## src/rtl/itams_ctrl.sv

```systemverilog
// rtl/itams_ctrl.sv - slow/fast trajectory attractor search controller for GRN nodes
// Optional cycle-length measurement (PSTEP/PCMP, period output) is built when ITAMS_PERIOD_EN is defined.
module itams_ctrl #(
  parameter int NNOS  = 8,
  parameter int CNT_W = 16
) (
  input  logic             clk,
  input  logic             rst,
  input  logic             start,
  input  logic [NNOS-1:0]  init_vec,
  input  logic [CNT_W-1:0] max_steps,
  input  logic [NNOS-1:0]  s0_vec,
  input  logic [NNOS-1:0]  s1_vec,
  output logic             reset_nos,
  output logic [NNOS-1:0]  init_state,
  output logic             start_s0,
  output logic             start_s1,
  output logic             busy,
  output logic             done,
  output logic             timeout,
  output logic [CNT_W-1:0] meet_steps,
  output logic [NNOS-1:0]  attractor,
  output logic [CNT_W-1:0] period
);

`ifdef ITAMS_PERIOD_EN
  typedef enum logic [2:0] {IDLE, LOAD, STEP, CMP, PSTEP, PCMP, DONE} state_t;
`else
  typedef enum logic [2:0] {IDLE, LOAD, STEP, CMP, DONE} state_t;
`endif

  state_t           state_q, state_d;
  logic [CNT_W-1:0] max_q, max_d;
  logic [CNT_W-1:0] step_cnt_q, step_cnt_d;
  logic             reset_nos_q, reset_nos_d;
  logic [NNOS-1:0]  init_state_q, init_state_d;
  logic             start_s0_q, start_s0_d;
  logic             start_s1_q, start_s1_d;
  logic             busy_q, busy_d;
  logic             done_q, done_d;
  logic             timeout_q, timeout_d;
  logic [CNT_W-1:0] meet_steps_q, meet_steps_d;
  logic [NNOS-1:0]  attractor_q, attractor_d;
`ifdef ITAMS_PERIOD_EN
  logic [CNT_W-1:0] period_cnt_q, period_cnt_d;
  logic [CNT_W-1:0] period_q, period_d;
`endif

  always_comb begin
    state_d      = state_q;
    max_d        = max_q;
    step_cnt_d   = step_cnt_q;
    timeout_d    = timeout_q;
    meet_steps_d = meet_steps_q;
    attractor_d  = attractor_q;
    init_state_d = '0;
`ifdef ITAMS_PERIOD_EN
    period_cnt_d = period_cnt_q;
    period_d     = period_q;
`endif
    case (state_q)
      IDLE, DONE: begin
        if (start) begin
          state_d      = LOAD;
          max_d        = max_steps;
          init_state_d = init_vec;
          step_cnt_d   = '0;
          timeout_d    = 1'b0;
          meet_steps_d = '0;
          attractor_d  = '0;
`ifdef ITAMS_PERIOD_EN
          period_cnt_d = '0;
          period_d     = '0;
`endif
        end
      end
      LOAD: state_d = STEP;
      STEP: begin
        step_cnt_d = step_cnt_q + CNT_W'(1);
        state_d    = CMP;
      end
      CMP: begin
        // After step 1 both trajectories sit on f(x0), so that equality is not a meet.
        if (step_cnt_q >= CNT_W'(2) && s0_vec == s1_vec) begin
          meet_steps_d = step_cnt_q;
          attractor_d  = s0_vec;
`ifdef ITAMS_PERIOD_EN
          state_d      = PSTEP;
`else
          state_d      = DONE;
`endif
        end else if (step_cnt_q >= max_q) begin
          timeout_d    = 1'b1;
          meet_steps_d = step_cnt_q;
          state_d      = DONE;
        end else begin
          state_d = STEP;
        end
      end
`ifdef ITAMS_PERIOD_EN
      PSTEP: begin
        period_cnt_d = period_cnt_q + CNT_W'(1);
        state_d      = PCMP;
      end
      PCMP: begin
        if (s1_vec == attractor_q) begin
          period_d = period_cnt_q;
          state_d  = DONE;
        end else if (period_cnt_q >= max_q) begin
          timeout_d = 1'b1;
          state_d   = DONE;
        end else begin
          state_d = PSTEP;
        end
      end
`endif
      default: state_d = IDLE;
    endcase

    // Strobes and status are registered from the next state so they align with it.
    reset_nos_d = (state_d == LOAD);
    start_s0_d  = (state_d == STEP);
`ifdef ITAMS_PERIOD_EN
    start_s1_d  = (state_d == STEP) || (state_d == PSTEP);
`else
    start_s1_d  = (state_d == STEP);
`endif
    busy_d      = (state_d != IDLE) && (state_d != DONE);
    done_d      = (state_d == DONE);
  end

  always_ff @(posedge clk) begin
    if (rst) begin
      state_q      <= IDLE;
      max_q        <= '0;
      step_cnt_q   <= '0;
      reset_nos_q  <= 1'b0;
      init_state_q <= '0;
      start_s0_q   <= 1'b0;
      start_s1_q   <= 1'b0;
      busy_q       <= 1'b0;
      done_q       <= 1'b0;
      timeout_q    <= 1'b0;
      meet_steps_q <= '0;
      attractor_q  <= '0;
`ifdef ITAMS_PERIOD_EN
      period_cnt_q <= '0;
      period_q     <= '0;
`endif
    end else begin
      state_q      <= state_d;
      max_q        <= max_d;
      step_cnt_q   <= step_cnt_d;
      reset_nos_q  <= reset_nos_d;
      init_state_q <= init_state_d;
      start_s0_q   <= start_s0_d;
      start_s1_q   <= start_s1_d;
      busy_q       <= busy_d;
      done_q       <= done_d;
      timeout_q    <= timeout_d;
      meet_steps_q <= meet_steps_d;
      attractor_q  <= attractor_d;
`ifdef ITAMS_PERIOD_EN
      period_cnt_q <= period_cnt_d;
      period_q     <= period_d;
`endif
    end
  end

  assign reset_nos  = reset_nos_q;
  assign init_state = init_state_q;
  assign start_s0   = start_s0_q;
  assign start_s1   = start_s1_q;
  assign busy       = busy_q;
  assign done       = done_q;
  assign timeout    = timeout_q;
  assign meet_steps = meet_steps_q;
  assign attractor  = attractor_q;
`ifdef ITAMS_PERIOD_EN
  assign period     = period_q;
`else
  assign period     = '0;
`endif

endmodule

```

## config.mk

```make
export PLATFORM = sky130hd
export DESIGN_NAME = itams_ctrl
export DESIGN_NICKNAME = d
export VERILOG_FILES = /design/src/rtl/itams_ctrl.sv
export SDC_FILE = /design/constraint.sdc
export NUM_CORES = 1
export LEC_CHECK = 0
export CAP_MARGIN = 15
export CORE_AREA = 4 4 99 101
export DETAILED_ROUTE_END_ITERATION = 8
export DIE_AREA = 0 0 103 105
export PLACE_DENSITY = 0.67
export SLEW_MARGIN = 20
export SYNTH_ARGS = -nofsm -noshare
export SYNTH_HDL_FRONTEND = slang
export SYNTH_SLANG_ARGS = --single-unit
```

## constraint.sdc

```tcl
create_clock -name clk -period 3.5 [get_ports clk]
set_input_delay 0.7 -clock clk [delete_from_list [all_inputs] [get_ports clk]]
set_output_delay 0.7 -clock clk [all_outputs]
set_load 0.005 [all_outputs]
```

# Word-level counts from Yosys, hierarchy flattened
# Cells that the tools add are included.
# word_totals
ff_bits,72
word_cells,59
out_inout_bits,54
# op_classes
n_bitwise,2
eq_ne,14
muxes,16
add_sub_neg,1
reduce_logical,13
n_lt_le_gt_ge,2
# ops
cell,count
$pmux W16 S2,2
$mux W16,3
$add A16 B1 Y16 const B,1
$ge A16 B16 Y1,1
$ge A16 B2 Y1 const B,1
$mux W8,2
$pmux W8 S2,1
$pmux W3 S4,1
$eq A3 B2 Y1 const B,3
$mux W3,3
$eq A8 B8 Y1,1
$ne A2 B2 Y1 const B,4
$eq A3 B1 Y1 const B,2
$eq A3 B3 Y1 const B,2
$ne A3 B3 Y1 const B,2
$reduce_and A3 Y1,2
$reduce_and A2 Y1,2
$reduce_and A4 Y1,1
$reduce_bool A2 Y1,2
$logic_not A3 Y1,1
$mux W1,3
$reduce_bool A3 Y1,1
$reduce_or A3 Y1,1
$logic_and A1 B1 Y1,2
3 further kinds,4

# Logic depth before layout (Yosys ltp)
# depth
word_depth,6
depth_mapped,9

# Worst setup path before layout
# OpenSTA, ideal clock, no wires.
# synth_timing
path_kind,register to register
start,reg step_cnt_q[0]
end,reg timeout_q (netlist: timeout)
path_buffers,1
synth_period_minus_slack_ns,2.113
stages_incl_launch_ff,10
t_required_ns,3.372
t_arrival_ns,1.986
path_slack_ns,1.387
cell_sequence,dfxtp_1 inv_1 ha_1 nand2b_1 a2111oi_0 or4b_4 nand3_2 buf_4 a32oi_1 nor2_1
# synth_via
elab_chain_len,4
# synth_lines
element,line_no,text
start: declaration,34,"logic [CNT_W-1:0] step_cnt_q, step_cnt_d;"
start signal: assignment,153,step_cnt_q <= step_cnt_d;
$ge A16 B2 Y1,84,if (step_cnt_q >= CNT_W'(2) && s0_vec == s1_vec) begin
$logic_and A1 B1 Y1,84,
$ne A2 B2 Y1 (no source line),n/a,
$reduce_and A4 Y1 (no source line) (*),n/a,
end signal: assignment,160,timeout_q <= timeout_d;
end: declaration,41,"logic timeout_q, timeout_d;"
# Every way passes the cells marked *; elsewhere a longest branch is shown, timed or not.
# A chain may end at the register's enable or synchronous reset.

# Final worst setup path
# layout_timing
start,reg step_cnt_q[7]
end,reg meet_steps_q[9] (netlist: meet_steps[9])
# layout_via
elab_chain_len,4
# layout_lines
element,line_no,text
$ge A16 B2 Y1,84,
$logic_and A1 B1 Y1,84,
$ne A3 B3 Y1 (no source line) or $mux W16 (tied branches),n/a,
$reduce_and A3 Y1 (no source line) or $pmux W16 S2 (tied branches),n/a,
end signal: assignment,161,meet_steps_q <= meet_steps_d;
end: declaration,42,"logic [CNT_W-1:0] meet_steps_q, meet_steps_d;"
# Several ways; a longest one is shown, not always the timed one.

==> qor.txt <==
Status: completed
Syn-to-layout area delta: 30.8%
Die Y: 105 µm
Row cnt: 35
TritonCTS clock tree: yes
Combinational share of power: 0.132
Dpl hpwl: 6.39 mm
Placement Cell Area: 0.00427 mm²
Ratio of cells with drive above 1 in the final layout: 0.0788
DRT Pass-1 Iters: 4
Post_cts resized: 0
Die ar.: 0.0108 mm²
Gr ovfl total: 0
Most common library cell in the layout ignoring fill and taps: clkdlybuf4s50_1
Nets: 552
Minimum clock period: 2.74 ns
Routability cong.: 0.842
DIE WIDTH: 103 µm
Clk slew on worst S/H paths: 0.08 ns
Net Sw Frac: 0.238
Final TNS setup: 0 ns
Vias/cell: 5.21
Syn avg cell area: 8.29 µm²
Post-synthesis sequential area ratio: 0.416
Vias in the first global route: 3009
Final Max Slew Viols: 0
Post-route cell area: 0.00453 mm²
Distinct cell type count after synthesis: 53
Synth Warn #: 0
Post-Syn Area: 0.00346 mm²
Gr usage total: 0.164
HP Class: flip-flop to flip-flop
CTS sink count: 72
Clock Path Buffers: 2
Largest net degree at the start of global routing: 40
Antenna diodes: 0
Critical Path Start: step_cnt_q[7]$_SDFFE_PP0P_
Synth Instances: 418
Initial Util: 0.384
Post-route ant nets: 0
Initial antenna violation count: 0
Post-synth EDFFs: 0
Sequential share of power: 0.436
Primary FF master, synth: dfxtp_1
Most frequent cells in the layout: clkdlybuf4s50_1 (79), dfxtp_1 (72), a21oi_1 (58)
I/O Buffers: 80
Core footprint: 0.00902 mm²
Worst hold slack: 0.456 ns
Clock root cell: clkbuf_8
Count of final hold-check violations: 0
Final setup violation count: 0
WL per Instance: 14.7 µm
CTS Hold Buffers Added: 0
Vias post-DR: 3157
Global-route wire length before repair: 14.1 mm
Starting DRT DRC Count: 165
Peak VDD IR: 0.210 mV
Setup repair bufs after CTS: 0
CP Max Fanout: 17
Clock share of power: 0.432
RSZ-0062 raised after global routing: false
Final period util: 0.783
Origin of the worst min-delay path: attractor[1]$_SDFFE_PP0P_
Total design power: 1.98 mW
FF-to-FF Start: step_cnt_q[7]$_SDFFE_PP0P_
Clk_lat worst skew: 0.35 ns
WP data required: 3.70 ns
CP Capture Type: flip-flop
Slew Limit Headroom: 0.499
Leakage: 1.63 nW
Synth async-reset ratio: 0
Critical Path AT: 2.94 ns
H-tree Lvls: 3
Slew @ Worst Pin: 0.751 ns
Flop and latch count out of synthesis: 72
Crit path kind: flip-flop to flip-flop
P_sw: 0.471 mW
Final WL: 8.93 mm
Clock skew: 0.0130 ns
Maxcap violations: 0
Max Freq: 365 MHz
Fill count: 864
Int Power: 1.51 mW
Cts bufs inserted: 9
Worst setup SP type: flip-flop
Cell Pwr Density: 436 mW/mm²
DRC Markers: 0
IO Pins: 97
metrics by stage:
| step | instances | setup slack (ns) | utilization |
|---|---|---|---|
| after global placement | 591 | 0.828 | 0.474 |
| after CTS | 606 | 0.789 | 0.502 |
| after floorplan | 433 | 1.39 | - |
| after global routing | 606 | 0.564 | 0.502 |
| after detailed placement | 591 | 0.725 | 0.474 |
| final | 606 | 0.758 | 0.502 |
power by group through the flow:
stage	Combinational, mW	Sequential [mW]	Clock, mW
global route	0.289	0.866	0.912
detailed placement	0.261	0.881	0
global placement	0.257	0.881	0
floorplan	0.168	0.878	0
finish	0.261	0.862	0.855
CTS	0.263	0.862	0.876
state kept, by name, summed over array words and instances (netlist names):
register,flops
attractor,8
busy,1
done,1
init_state,8
max_q,16
meet_steps,16
reset_nos,1
start_s1,1
state_q,3
step_cnt_q,16
timeout,1
cells in the mapped netlist, types with 2 or more instances:
library cell	count	area share
dfxtp_1	72	0.42
a21oi_1	58	0.084
nand2_1	57	0.062
nand3_1	31	0.045
nor2_1	27	0.029
buf_4	18	0.039
ha_1	18	0.065
inv_1	18	0.020
o211ai_1	17	0.037
clkbuf_1	13	0.014
and2_1	8	0.014
o21ai_0	8	0.012
buf_2	6	0.0087
nand4_1	5	0.0090
nor4_1	5	0.0090
nor3_1	4	0.0058
xnor2_1	4	0.010
xor2_1	4	0.010
a31oi_1	3	0.0054
or2_2	3	0.0054
or3_1	3	0.0054
mux2_2	2	0.0065
nand4b_1	2	0.0051
nor2b_1	2	0.0036
o21a_1	2	0.0043
layout make-up:
| type | instances | area (µm²) | share of cell area |
|---|---|---|---|
| clock inverter | 5 | 129 | 0.0284 |
| clock buffer | 10 | 128 | 0.0282 |
| inverter | 18 | 67.6 | 0.0149 |
| multi-input combinational | 304 | 1790 | 0.394 |
| tap | 111 | 139 | 0.0307 |
| timing repair buffer | 86 | 841 | 0.186 |
| sequential | 72 | 1440 | 0.318 |
final timing paths:
check                               end  slack, ns  cells after the start
min           attractor[1]$_SDFFE_PP0P_       0.46                      2
max reg2reg  meet_steps[9]$_SDFFE_PP0P_       0.76                      7
max          meet_steps[9]$_SDFFE_PP0P_       0.76                      7
min reg2reg   attractor[1]$_SDFFE_PP0P_       0.46                      2
metal layers:
layer,global-route usage,vias up,routed length [µm]
met1,0.200,1456,3690
met2,0.275,115,4370
met4,0.0638,0,163
met5,0,-,0
met3,0.0354,14,698
li1,-,1572,-
critical path, stage by stage, from the launching register on:
cell and delay (ns):
dfxtp_1 0.49, ha_1 0.32, a21oi_1 0.14, o21ai_0 0.14, a211oi_1 0.59, nand3_2 0.45, o211ai_1 0.36, a21oi_1 0.10
cell families (layout without fill, tap and decap cells):
| logic type | count (synthesis) | after routing | share of synthesized area |
|---|---|---|---|
| mux | 2 | 2 | 0.00650 |
| flops | 72 | 72 | 0.416 |
| xor+xnor | 8 | 8 | 0.0202 |
| other cells | 1 | 16 | 0.00108 |
| simple gates | 163 | 163 | 0.238 |
| buf+inv | 57 | 119 | 0.0860 |
| fa+ha+maj | 18 | 18 | 0.0650 |
| compound gates | 97 | 97 | 0.167 |
Note: power is estimated with default switching activity, not from simulation.
==> edit 1, RTL diff (same flow settings) <==
Make the reset (`rst`) asynchronous in one clocked block.
--- a/src/rtl/itams_ctrl.sv
+++ b/src/rtl/itams_ctrl.sv
@@ -131,3 +131,3 @@
 
-  always_ff @(posedge clk) begin
+  always_ff @(posedge clk or posedge rst) begin
     if (rst) begin
Check against the original RTL: differs if rst is asserted again (counterexample within 4 cycles, from zero or initial values and one cycle with rst high); with rst held inactive, the same outputs for 10 cycles.
==> edit 1 against the unedited design <==
- worst setup slack improved by 0.38 ns
- design area increased by 2.5%
- count of clock-buffer cells in the layout decreased by 1
- routed wire length is 9.9% lower
- sequential share of layout area increased by 7.0 points
- global-route usage shrank 0.47 points
- area after synthesis is 3.9% higher
- critical path depth down 1
- sequential cell count unchanged
Power is not compared: it rests on default switching activity, and its combinational part moved more than twofold at a synthesized area within 25%.
==> edit 1: results (changes against the unedited design) <==
- After synthesis, the most frequently instantiated cells are 72 x sky130_fd_sc_hd__dfrtp_1, 58 x sky130_fd_sc_hd__nand2_1, 43 x sky130_fd_sc_hd__inv_1.
- The worst slew margin relative to its limit is 0.542 (+0.0426).
- The largest driver fanout on the critical path is 16 (-1).
- In the post-synthesis netlist, the biggest area contributors are sky130_fd_sc_hd__dfrtp_1 50%, sky130_fd_sc_hd__mux2i_1 6.7%, sky130_fd_sc_hd__ha_1 6.3%, sky130_fd_sc_hd__nand2_1 6.0%, sky130_fd_sc_hd__o21ai_0 4.7%.
- The maximum number of pins on one net before global-route repair came to 41 (+2.5%).
- The number of fill cells in the layout is 826 (-4.4%).
- The layout net count is 505 (-8.5%).
- The worst clock skew is 0.00882 ns (-0.00421 ns).
- The global-route wire length before repair is 13400 um (-5.1%).
- The start point of the critical path is s0_vec[1].
- The startpoint of the tightest hold check path is max_q[0].
- The cell family contributing the most delay on the critical path is simple AND/OR/NAND/NOR gates.
- The number of distinct library cells after synthesis is 39 (-26%).
- The share of async-settable or async-resettable flops after synthesis is 1.00 (+1.00).
- The run finished with clean final reports.
- The final wirelength was 8040 um (-9.9%).
- The ratio of cells with drive above 1 in the final layout is 0.0646 (-0.0142).
- For this design, the slowest cell found on the critical path is sky130_fd_sc_hd__nand4_1.
- The fraction of post-synthesis cell area in the top cell type by area came to 0.501 (+0.0843).
- The global routing usage on met2 is 0.258 (-0.0170).
- The maximum single-stage delay on the critical path was 0.51 ns (-0.08 ns).
- The cell area after placement is 4420 um2 (+3.5%).
- The vias per cell is 4.94 (-5.2%).
- The clock period minus final worst setup slack is 2.36 ns (-0.380 ns).
- The post-synthesis sequential area ratio is 0.501 (+0.0843).
-- edit 1: cell types whose count changed after synthesis, moves of 15 or more --
cell / change
sky130_fd_sc_hd__dfrtp_1: +72
sky130_fd_sc_hd__dfxtp_1: -72
sky130_fd_sc_hd__a21oi_1: -51
sky130_fd_sc_hd__o21ai_0: +26
sky130_fd_sc_hd__inv_1: +25
sky130_fd_sc_hd__mux2i_1: +24
sky130_fd_sc_hd__nor2_1: -21
sky130_fd_sc_hd__o211ai_1: -15
-- edit 1: cell type report --
cell class	instances	area share
multi-input combinational	234	0.321
inverter	43	0.0348
sequential	72	0.388
timing repair buffer	84	0.179
clock inverter	7	0.0205
clock buffer	9	0.0267
tap	111	0.0299
-- edit 1: logic make-up after synthesis --
logic type,synth area share
AND/OR/NAND/NOR,0.162
buffers and inverters,0.101
flip-flops,0.501
AO/OA/AOI/OAI,0.0869
multiplexers,0.0667
adder cells (fa/ha/maj),0.0626
XOR/XNOR,0.0195
other,0.00104
-- edit 1: worst register-to-register path, delay by kind of cell (launching register included) --
kind                       cells  cell delay (ns)
DFF                            1             0.41
buffers and inverters          1             0.16
and+or+nand+nor                4             0.77
adders and majority gates      1             0.25
AOI/OAI and AO/OA              1             0.39
muxes                          1             0.23
-- edit 1: path summary, 6_finish.rpt --
path	end	depth (start not counted)
min reg2reg	max_q[0]	2
min in group asynchronous	done	2
max	attractor[2]	6
max reg2reg	meet_steps[3]	8
max in group asynchronous	attractor[3]	3
min	max_q[0]	2
-- edit 1: through the flow --
stage / hold WS, ns / cells
floorplan: 0.452 / 380
global placement: 0.472 / 544
detailed placement: 0.482 / 544
CTS: 0.503 / 560
global route: 0.534 / 560
finish: 0.495 / 560
-- edit 1: layer usage --
metal,vias up,share of wire
met5,-,0
met3,15,0.076
met2,93,0.48
met4,0,0.019
met1,1302,0.42
li1,1355,-
-- edit 1: power by group --
group	switching, mW	internal, mW	leakage, nW
clock	0.327	0.402	0.110
sequential	0.200	1.08	0.953
combinational	0.531	0.524	1.18
==> edit 2, RTL diff (config.mk and constraints unchanged) <==
Without the edit above. Add a define of `ITAMS_PERIOD_EN`.
--- a/src/rtl/itams_ctrl.sv
+++ b/src/rtl/itams_ctrl.sv
@@ -2,2 +2,4 @@
 // Optional cycle-length measurement (PSTEP/PCMP, period output) is built when ITAMS_PERIOD_EN is defined.
+`define ITAMS_PERIOD_EN
+
 module itams_ctrl #(
Function: changed (a bounded check fails within 10 cycles, from zero or initial values and one cycle with rst high).
==> edit 2 against the unedited design <==
- design area rose by 40%
- power rose by 21%
- area after synthesis rose by 49%
- die area did not move
- sequential cell count rose by 33
- routed wire length rose by 39%
- critical endpoint is now init_state[2]
- worst setup slack improved by 0.16 ns
==> edit 2: results (changes against the unedited design) <==
- The flow ran to the end, and the final reports show no timing, DRC or antenna violations.
- The largest driver fanout on the critical path was 9 (-8).
- The worst clock skew came to 0.0153 ns (+0.00231 ns).
- The peak supply drop came to 0.207 mV (-1.6%).
- By count the netlist is led by 105 x sky130_fd_sc_hd__dfxtp_1, 94 x sky130_fd_sc_hd__nand2_1, 87 x sky130_fd_sc_hd__nor2_1.
- The clock tree buffer depth came to 2 (unchanged).
- The most critical setup path has its startpoint at period_cnt_q[6].
- The wire length per cell is 14.8 um (+0.47%).
- The layout net count is 802 (+45%).
- The first-pass iteration count of the detailed router was 5 (+1).
- The synthesized-area fraction occupied by xor and xnor cells was 0.0390 (+0.0188).
- The count of port buffers added during placement is 96 (+20%).
- The start of the worst register-to-register path is period_cnt_q[6].
- The number of global-route vias before repair is 4432 (+47%).
- The post-cts resize count is 0 (unchanged).
- The count of vias placed by the detailed router came to 4719 (+49%).
- The compound-gate portion of the synthesized area is 0.135 (-0.0319).
- Among all flip-flop cells after synthesis, the most frequent one is sky130_fd_sc_hd__dfxtp_1.
- The number of antenna violations at the first check in global routing is 0 (unchanged).
- The post-synthesis sequential area ratio is 0.407 (-0.00921).
- The latest clock arrival within the worst-skew pair is 0.37 ns (+0.02 ns).
- The maximum number of pins on one net before global-route repair is 55 (+38%).
- The global-route wire length before repair is 21300 um (+51%).
- The total routing resource utilization after global routing is 0.241 (+0.0769).
- The arrival time at the worst endpoint is 2.90 ns (-0.04 ns).
- The final estimated routing congestion in global placement is 0.841 (about the same).
- The reg2reg setup slack is 0.92 ns (+0.16 ns).
- The number of distinct library cells after synthesis came to 48 (-9.4%).
- The adder and majority gate portion of the synthesized area is 0.0848 (+0.0198).
- The transition time of the tightest slew-check pin was 0.959 ns (+0.208 ns).
- The setup slack at placement is 0.642 ns (-0.0829 ns).
- The number of cells on the worst reg-to-reg path is 8 (+1).
- The detailed-placement wirelength estimate was 9220 um (+44%).
- The summed instance area of the synthesized netlist is 5160 um2 (+49%).
- The number of nets handed over by synthesis was just over 700.
- The number of fill cells in the layout came to 765 (-11%).
- The post-route fraction of the period consumed by the critical path is 0.738 (-0.0454).
- The worst hold path belongs to the class flop to flop.
- The ratio of cells with drive above 1 in the final layout was 0.0604 (-0.0184).
- The number of design-rule violations left by the first detailed-router iteration came to 165 (unchanged).
- The cell leakage power came to 2.45 nW (+51%).
- The clock edge transition at the registers on the reported setup and hold paths was 0.10 ns (+0.02 ns).
- The multiplexer area fraction after synthesis is 0.0128 (+0.00634).
- By area the synthesized netlist is led by sky130_fd_sc_hd__dfxtp_1 41%, sky130_fd_sc_hd__ha_1 8.5%, sky130_fd_sc_hd__a21oi_1 7.3%, sky130_fd_sc_hd__nand2_1 6.8%, sky130_fd_sc_hd__nor2_1 6.3%.
- In this run the worst setup path terminates at init_state[2].
edit 2: changes by cell type after synthesis, sizes merged, moves of 16 or more:
| cell | before | now |
|---|---|---|
| ha | 18 | 35 |
| o211ai | 17 | 1 |
| a21oi | 58 | 75 |
| nand2 | 57 | 95 |
| dfxtp | 72 | 105 |
| nor2 | 28 | 88 |
| buf | 25 | 8 |
edit 2: logic make-up (layout without fill, tap and decap cells):
| group | count (synthesis) | count (layout) |
|---|---|---|
| AND/OR/NAND/NOR | 288 | 288 |
| AO/OA/AOI/OAI | 123 | 123 |
| flip-flops | 105 | 105 |
| buffers and inverters | 62 | 149 |
| adder cells (fa/ha/maj) | 35 | 35 |
| XOR/XNOR | 23 | 23 |
| multiplexers | 6 | 6 |
edit 2: stage by stage:
| step | area (um2) | instances | hold WS (ns) |
|---|---|---|---|
| final | 6360 | 840 | 0.457 |
| after global routing | 6360 | 840 | 0.470 |
| after CTS | 6360 | 840 | 0.459 |
| after detailed placement | 6150 | 824 | 0.445 |
| after global placement | 6150 | 824 | 0.439 |
| after floorplan | 5160 | 642 | 0.436 |
edit 2: final cells by class:
class	count	area [um2]	share of cell area
multi-input cells	475	2780	0.438
flip-flops and latches	105	2100	0.331
repair buffers	104	1020	0.160
well taps	111	139	0.0218
clock buffers	9	124	0.0195
inverters	29	109	0.0171
clock inverters	7	85.1	0.0134
edit 2: worst min path at each step:
stage | start | end | slack [ns] | cells after the start
5_1_grt | meet_steps[8] | meet_steps[8] | 0.47 | 2
4_1_cts | meet_steps[1] | meet_steps[1] | 0.46 | 2
2_1_floorplan | max_q[10] | max_q[10] | 0.44 | 2
3_5_place_dp | meet_steps[8] | meet_steps[8] | 0.45 | 2
6_report | meet_steps[8] | meet_steps[8] | 0.46 | 2
3_3_place_gp | meet_steps[15] | meet_steps[15] | 0.44 | 2
edit 2: power by group:
group / internal (mW) / total, mW / switching (mW)
Combinational: 0.145 / 0.347 / 0.202
Sequential: 1.23 / 1.25 / 0.0213
Clock: 0.346 / 0.793 / 0.447
edit 2: worst max-delay path, stage by stage (launching register included):
cell                       delay, ns
sky130_fd_sc_hd__dfxtp_1        0.51
sky130_fd_sc_hd__ha_1           0.31
sky130_fd_sc_hd__a21o_1         0.18
sky130_fd_sc_hd__a21o_1         0.17
sky130_fd_sc_hd__a211oi_1       0.23
sky130_fd_sc_hd__o22ai_1        0.18
sky130_fd_sc_hd__nor4_4         0.42
sky130_fd_sc_hd__and3_1         0.36
sky130_fd_sc_hd__and2_1         0.17
edit 2: metal layers:
| metal | track usage | routed length [um] | up-vias |
|---|---|---|---|
| li1 | - | - | 2356 |
| met1 | 0.323 | 5520 | 2219 |
| met2 | 0.377 | 6070 | 120 |
| met3 | 0.0554 | 512 | 24 |
| met4 | 0.0805 | 325 | 0 |
| met5 | 0 | 0 | - |
